`src/rtl/acsp_pkg.sv`:
```
// acsp_pkg
// Shared definitions for the ACSP host command path: opcode constants, the bit
// that marks a long (argument-carrying) opcode, and the command decoder state
// encoding.
package acsp_pkg;

    localparam logic [7:0] OP_RESET    = 8'h00;
    localparam logic [7:0] OP_RUN      = 8'h01;
    localparam logic [7:0] OP_ID       = 8'h02;
    localparam logic [7:0] OP_METADATA = 8'h04;

    // Opcodes with this bit set are followed by a 32-bit little-endian argument.
    localparam int LONG_CMD_BIT = 7;

    typedef enum logic [1:0] {
        IDLE = 2'd0,
        ARG  = 2'd1,
        HOLD = 2'd2
    } cmd_dec_state_t;

endpackage

```
`src/rtl/acsp_timeout_counter.sv`:
```
// acsp_timeout_counter
// Counts enabled cycles since the last clear and flags when the count reaches
// CYCLES-1. The count saturates there instead of wrapping.
//
// Ports:
//   system_clock  in   clock
//   reset_n       in   asynchronous active-low reset
//   clear         in   force the count to zero (wins over enable)
//   enable        in   advance the count by one this cycle
//   expired       out  count has reached CYCLES-1 (combinational from the count)
module acsp_timeout_counter #(
    parameter int CYCLES = 1_000_000
) (
    input  logic system_clock,
    input  logic reset_n,
    input  logic clear,
    input  logic enable,
    output logic expired
);

    localparam int W = $clog2(CYCLES + 1);

    logic [W-1:0] count;

    assign expired = (count == W'(CYCLES - 1));

    always_ff @(posedge system_clock or negedge reset_n) begin
        if (!reset_n) begin
            count <= '0;
        end else if (clear) begin
            count <= '0;
        end else if (enable && !expired) begin
            count <= count + W'(1);
        end
    end

endmodule

```
`src/rtl/acsp_cmd_decoder.sv`:
```
// acsp_cmd_decoder
// Frames the UART receive byte stream into host commands. A short command is
// a single opcode byte with bit 7 clear; a long command is an opcode with bit 7
// set followed by four argument bytes, least significant first. Completed
// commands are held on a valid/ready interface. A stalled argument stream is
// discarded after TIMEOUT_CYCLES idle cycles so the host can resynchronise.
//
// Ports:
//   system_clock  in   clock
//   reset_n       in   asynchronous active-low reset
//   rx_data       in   received byte, qualified by rx_valid
//   rx_valid      in   one-cycle strobe per received byte (no backpressure)
//   cmd_valid     out  a complete command is presented
//   cmd_ready     in   consumer accepts the presented command
//   cmd_opcode    out  opcode of the presented command
//   cmd_arg       out  32-bit argument, first argument byte in [7:0]; 0 if short
//   cmd_long      out  presented command carries an argument
//   err_timeout   out  one-cycle pulse: partial long command discarded
//   err_overrun   out  one-cycle pulse: byte dropped while a command was pending
module acsp_cmd_decoder
    import acsp_pkg::*;
#(
    parameter int TIMEOUT_CYCLES = 1_000_000
) (
    input  logic        system_clock,
    input  logic        reset_n,
    input  logic [7:0]  rx_data,
    input  logic        rx_valid,
    output logic        cmd_valid,
    input  logic        cmd_ready,
    output logic [7:0]  cmd_opcode,
    output logic [31:0] cmd_arg,
    output logic        cmd_long,
    output logic        err_timeout,
    output logic        err_overrun
);

    cmd_dec_state_t state, state_next;

    logic [1:0]  arg_cnt, arg_cnt_next;
    logic [7:0]  opcode_next;
    logic [31:0] arg_next;
    logic        long_next;
    logic        err_timeout_next;
    logic        err_overrun_next;
    logic        take_opcode;

    logic to_clear, to_enable, to_expired;

    // The counter only runs while argument bytes are outstanding; every
    // received byte restarts the inter-byte window.
    assign to_clear  = (state != ARG) || rx_valid;
    assign to_enable = (state == ARG) && !rx_valid;

    acsp_timeout_counter #(
        .CYCLES (TIMEOUT_CYCLES)
    ) u_timeout (
        .system_clock (system_clock),
        .reset_n      (reset_n),
        .clear        (to_clear),
        .enable       (to_enable),
        .expired      (to_expired)
    );

    always_ff @(posedge system_clock or negedge reset_n) begin
        if (!reset_n) begin
            state <= IDLE;
        end else begin
            state <= state_next;
        end
    end

    always_comb begin
        state_next       = state;
        arg_cnt_next     = arg_cnt;
        opcode_next      = cmd_opcode;
        arg_next         = cmd_arg;
        long_next        = cmd_long;
        err_timeout_next = 1'b0;
        err_overrun_next = 1'b0;
        take_opcode      = 1'b0;

        case (state)
            IDLE: begin
                take_opcode = rx_valid;
            end
            ARG: begin
                // A byte arriving in the expiry cycle takes priority over the timeout.
                if (rx_valid) begin
                    arg_next[{arg_cnt, 3'b000} +: 8] = rx_data;
                    arg_cnt_next = arg_cnt + 2'd1;
                    if (arg_cnt == 2'd3) begin
                        state_next = HOLD;
                        long_next  = 1'b1;
                    end
                end else if (to_expired) begin
                    state_next       = IDLE;
                    err_timeout_next = 1'b1;
                    arg_next         = '0;
                end
            end
            HOLD: begin
                if (cmd_ready) begin
                    // A byte in the transfer cycle starts the next command with no bubble.
                    take_opcode = rx_valid;
                    if (!rx_valid) begin
                        state_next = IDLE;
                    end
                end else if (rx_valid) begin
                    err_overrun_next = 1'b1;
                end
            end
            default: begin
                state_next = IDLE;
            end
        endcase

        if (take_opcode) begin
            opcode_next  = rx_data;
            arg_next     = '0;
            long_next    = 1'b0;
            arg_cnt_next = 2'd0;
            state_next   = rx_data[LONG_CMD_BIT] ? ARG : HOLD;
        end
    end

    always_ff @(posedge system_clock or negedge reset_n) begin
        if (!reset_n) begin
            arg_cnt     <= 2'd0;
            cmd_valid   <= 1'b0;
            cmd_opcode  <= 8'h00;
            cmd_arg     <= 32'h0;
            cmd_long    <= 1'b0;
            err_timeout <= 1'b0;
            err_overrun <= 1'b0;
        end else begin
            arg_cnt     <= arg_cnt_next;
            cmd_valid   <= (state_next == HOLD);
            cmd_opcode  <= opcode_next;
            cmd_arg     <= arg_next;
            cmd_long    <= long_next;
            err_timeout <= err_timeout_next;
            err_overrun <= err_overrun_next;
        end
    end

endmodule

```
`config.mk`:
```
export PLATFORM = sky130hd
export DESIGN_NAME = acsp_cmd_decoder
export DESIGN_NICKNAME = d
export VERILOG_FILES = /design/src/rtl/acsp_pkg.sv /design/src/rtl/acsp_timeout_counter.sv /design/src/rtl/acsp_cmd_decoder.sv
export SDC_FILE = /design/constraint.sdc
export NUM_CORES = 1
export LEC_CHECK = 0
export ABC_AREA = 1
export BUFFER_PORTS_ARGS = -buffer_cell sky130_fd_sc_hd__buf_2
export CORE_MARGIN = 5
export CORE_UTILIZATION = 50
export DETAILED_ROUTE_END_ITERATION = 10
export GPL_TIMING_DRIVEN = 0
export HOLD_SLACK_MARGIN = 0.03
export PLACE_DENSITY = 0.71
export SETUP_SLACK_MARGIN = 0.4
export SLEW_MARGIN = 25
export SYNTH_ARGS = -nofsm -noshare
export SYNTH_HDL_FRONTEND = slang
export SYNTH_HIERARCHICAL = 1
export SYNTH_SLANG_ARGS = --single-unit
```
`constraint.sdc`:
```
create_clock -name system_clock -period 4.9 [get_ports system_clock]
set_clock_uncertainty 0.15 [all_clocks]
set_input_delay 0 -clock system_clock [delete_from_list [all_inputs] [get_ports system_clock]]
set_output_delay 0 -clock system_clock [all_outputs]
set_load 0.02 [all_outputs]
```
### Yosys cells after proc, flatten, opt, wreduce, memory -nomap -nowiden

Cells that the tools add are included.

* register bits after elaboration: 68
* latch bits: 0
* bits in writable memories: 0
* bits in read-only memories: 0
* input port bits: 12
* word-level logic and storage cells: 64
* memories: 0

* add/sub/neg operators: 3
* multiply operators: 0
* div/mod/pow operators: 0
* $lt $le $gt $ge: 0
* equal/unequal tests: 6
* shifts and indexed selects: 2
* multiplexer cells: 30
* bitwise logic cells: 0
* reductions and logical operators: 14

Operators by type and width (number)
* 2-to-1 mux 32 bit: 4
* 2-to-1 mux 20 bit: 2
* bitwise mux 32 bit: 1
* variable shift 8 x 7 -> 32 bit, first input constant: 1
* variable part select 8 x 7 -> 32 bit: 1
* adder 20 x 1 -> 20 bit, second input constant: 1
* == test 20 bit, second input constant: 1
* 2-to-1 mux 2 bit: 10
* 2-to-1 mux 1 bit: 11
* nonzero test 2 bit: 4
* negation 5 -> 7 bit: 1
* == test 2 bit, second input constant: 3
* one-hot mux 2 bit (3 select lines): 1
* AND reduction 2 bit: 2
* AND reduction 3 bit: 1
* nonzero test 3 bit: 1
* adder 2 x 1 -> 2 bit, second input constant: 1
* == test 2 x 1 -> 1 bit, second input constant: 1
* logical AND 1 bit: 2
* logical NOT 1 bit: 2
* logical NOT 2 bit: 1
* != test 2 x 1 -> 1 bit, second input constant: 1
* one-hot mux 1 bit (2 select lines): 1
* logical OR 1 bit: 1

### Depth between registers and ports, before layout

* word-level depth: 6
* mapped depth: 11
* gate-level depth less buffers: 11

### Cells and area by module

Netlist, hierarchy kept.

Modules (own cells, without submodules)
* acsp_cmd_decoder: times used 1, cells an instance 299, area each 2318.5 µm²
* acsp_timeout_counter: times used 1, cells an instance 198, area each 1421.4 µm²

### Least setup slack after synthesis

Ideal clock, no wire load.

* kind: register to register
* from: register u_timeout.count[1]
* to: register cmd_arg[24]
* arrival: 1810 ps
* data required time: 4632 ps
* path slack: 2822 ps
* cell stages (with the launch flop): 11
* path buffers: 0
* clock period less this slack: 2078 ps
* cells stage by stage: dfrtp_1 > ha_1 > nand2_2 > nor2_8 > nand2_4 > nor4_1 > nor2_1 > inv_1 > nand3_1 > nand2_1 > nand2_1

* cells in the longest elaborated chain, start to end: 3

Ends and longest elaborated chain
* start: declaration: RTL line acsp_timeout_counter.sv:23 `logic [W-1:0] count;`
* start signal: assignment: RTL line acsp_timeout_counter.sv:33 `count <= count + W'(1);`
* == test 20 bit: RTL line acsp_timeout_counter.sv:25 `assign expired = (count == W'(CYCLES - 1));`
* net to_expired: RTL line acsp_cmd_decoder.sv:48 `logic to_clear, to_enable, to_expired;`
* nonzero test 3 bit (no line)
* AND reduction 2 bit (no line)
* end signal: assignment: RTL line acsp_cmd_decoder.sv:140 `cmd_arg <= arg_next;`
* end: declaration: RTL line acsp_cmd_decoder.sv:32 `output logic [31:0] cmd_arg,`

The timed path passes the listed nets, and every way through them passes these cells.
A chain may end at the register's enable or synchronous reset.

### Worst setup path in the final report

* from: register u_timeout.count[1]
* to: register cmd_arg[18]

Same word-level chain as after synthesis.

==> run metrics <==
Placeable Area=0.007253 sq mm; power per cell area=386.9 mW/mm^2; Area after DPL=0.004164 sq mm; first-pass GRT wire length=15380 um; wire per inst=13.80 um; worst hold path type=in2async; final setup fails=0; Final nets=593; Critical Path RT=4980 ps; area of the multi-input gates=0.001853 sq mm; reg2reg start=u_timeout/count[1]; ANT cells=0; Pre-Repair DR Iteration Count=5; register area=0.001702 sq mm; clk_lat worst skew=350 ps; Max Slew Vio Count=0; final instance area=0.004483 sq mm; fraction of layout cells with a size suffix above 1=17.93%; Rows=31; # DRC=0; hpwl dp=6866 um; startpoint class of the critical path=flip-flop; GRT Total Usage=21.26%; Mapped Nets=515; Ys Warns=6; CTS tree=yes; DIE AREA=0.009309 sq mm; Worst slew margin=61.84%; commonest cells after routing, fill and taps aside=nand2_1, nor2_1, dfrtp_1, buf_2, nand3_1; largest net degree at the start of global routing=57; worst path cell trace=ha_1 -> nand2_2 -> nor2_8 -> nand2_4 -> nor4_1 -> nor2_1 -> inv_1 -> nand3_1 -> nand2_1 -> nand2_1; final core utilization=61.81%; leak pwr=0.002395 uW; Critical path buffers and inverters=1; CTS buffer count=9; Yosys reg bits=68; number of antenna violations at the first check in global routing=0; Worst-Margin Slew=570.4 ps; leading cell type in the layout, fill and taps excluded=nand2_1; slowest CP cell=nor4_1; Vias=3465; grt ovf=0; setup_tns=0 ps; CP Data Arrival Time=2650 ps; DRT iter0 DRCs=212; R2R Path End=cmd_arg[18]; H-tree Lvls=3; area grow syn2layout=19.87%; vias in the first global route=3238; CP max FO=8; Die X=96.49 um; nature of the critical path endpoint=flip-flop; GPL Wtd Cong=0.8978; die height=96.49 um; I/O pin count=56; syn avg cell area=7.525 sq um; Antenna Nets Post-Route=0; depth of the most critical reg-to-reg path=10; post-synthesis cell area=0.003740 sq mm; post-route minimum period=2568 ps; Initial Util=51.56%; FF-to-FF setup slack=2330 ps; RSZ-0062 raised after global routing=false; maxcap violations=0; post-synth cell types=36; PortBufs=54; Hold Fails Final Rpt=0; VDD IR max=0.0001394 V; CTS clk-pin slew, worst paths=70 ps; fill count=663; sequential area share after synthesis=45.50%; status=complete, no violations; clock root cell=clkbuf_8; Crit Path Class=reg2reg; most frequent CP cell=nand2_1; clock sink count=68; Vias/cell=5.103; family with the most delay on the worst path=simple AND/OR/NAND/NOR gates; crit share post-route=52.42%; post-CTS setup buffer count=0; DRT Wirelength=9370 um; Clock Tree Buf Depth=2; Max Clk Rate=389.4 MHz; critical path's largest stage delay=420 ps; cell count after synthesis=497
==> metal layers <==
layer  global-route usage [%]  wire length [um]  up-vias
met4                    8.762               151        0
met1                    30.32              4381     1626
met3                    4.415               597       17
met2                    31.44              4240      101
li1                         -                 -     1721
met5                        0                 0        -
==> where the power goes <==
| group | total [uW] | switching, uW | internal (uW) |
|---|---|---|---|
| Combinational | 595 | 419 | 176 |
| Clock | 466 | 227 | 238 |
| Sequential | 673 | 45.7 | 628 |
==> worst max path at each step <==
stage	from	endpoint	slack (ps)	cells past startpoint
6_report	u_timeout/count[1]	cmd_arg[18]	2330	10
5_1_grt	u_timeout/count[1]	cmd_arg[18]	2180	10
4_1_cts	u_timeout/count[1]	cmd_arg[23]	2340	10
3_5_place_dp	u_timeout/count[1]	cmd_arg[23]	2370	10
3_3_place_gp	u_timeout/count[1]	cmd_arg[23]	2420	10
2_1_floorplan	u_timeout/count[1]	cmd_arg[24]	2820	10
==> through the flow <==
stage / instances / hold WS (ps) / total power (uW) / setup slack [ps]
floorplan: 497 / -445.6 / 1092 / 2822
global placement: 650 / 131.0 / 1243 / 2425
detailed placement: 651 / -279.6 / 1265 / 2369
CTS: 679 / 51.29 / 1746 / 2339
global route: 679 / 87.73 / 1842 / 2177
finish: 679 / 40.48 / 1734 / 2332
==> cells by family after synthesis <==
group                    share of synthesized area [%]
AO/OA/AOI/OAI                                    2.342
XOR/XNOR                                         2.108
adder cells (fa/ha/maj)                          2.007
flip-flops                                       45.50
AND/OR/NAND/NOR                                  43.09
buffers and inverters                            4.951
==> state kept, by name, summed over array words and instances, names as in the netlist <==
register and flops:
u_timeout/count 20, cmd_opcode 8, state 2, cmd_arg 32
err_timeout 1, err_overrun 1, cmd_valid 1, cmd_long 1
arg_cnt 2
==> synth_stat cells, drive strengths merged <==
library cell  number  area (sq um)
inv               28         107.6
nand3b             1         7.510
a21oi              6         41.29
a21boi             1         11.26
nand4             10         62.56
o31ai              1         7.510
nor2              92         399.1
buf                5         55.05
ha                 6         75.07
o21ai              4         20.02
clkinv             1         3.750
dfrtp             68          1702
nand3             51         275.3
or2                1         6.260
nor3               1         5.000
xor2               7         61.31
o21bai             1         7.510
xnor2              2         17.52
nand2            206         842.1
nor3b              1         7.510
clkbuf             3         18.76
nor4               1         6.260
==> final cells by class <==
class                      instances  area share, %
buffer                             8          1.647
clock buffer                       9          2.763
clock inverter                     7          1.675
inverter                          29          2.484
multi-input combinational        392          41.33
sequential                        68          37.96
tap                               99          2.763
timing repair buffer              67          9.378
==> worst min-delay path, delay by kind of cell <==
kind     cells  cell delay, ps
buf+inv      3             920
==> timing repair <==
| item | CTS | global route |
|---|---|---|
| endpoints found under the hold margin | 117 | 0 |
| gates resized for setup | 0 | 0 |
| hold buffers | 12 | 0 |
No activity file was read; power rests on OpenSTA's default activity.
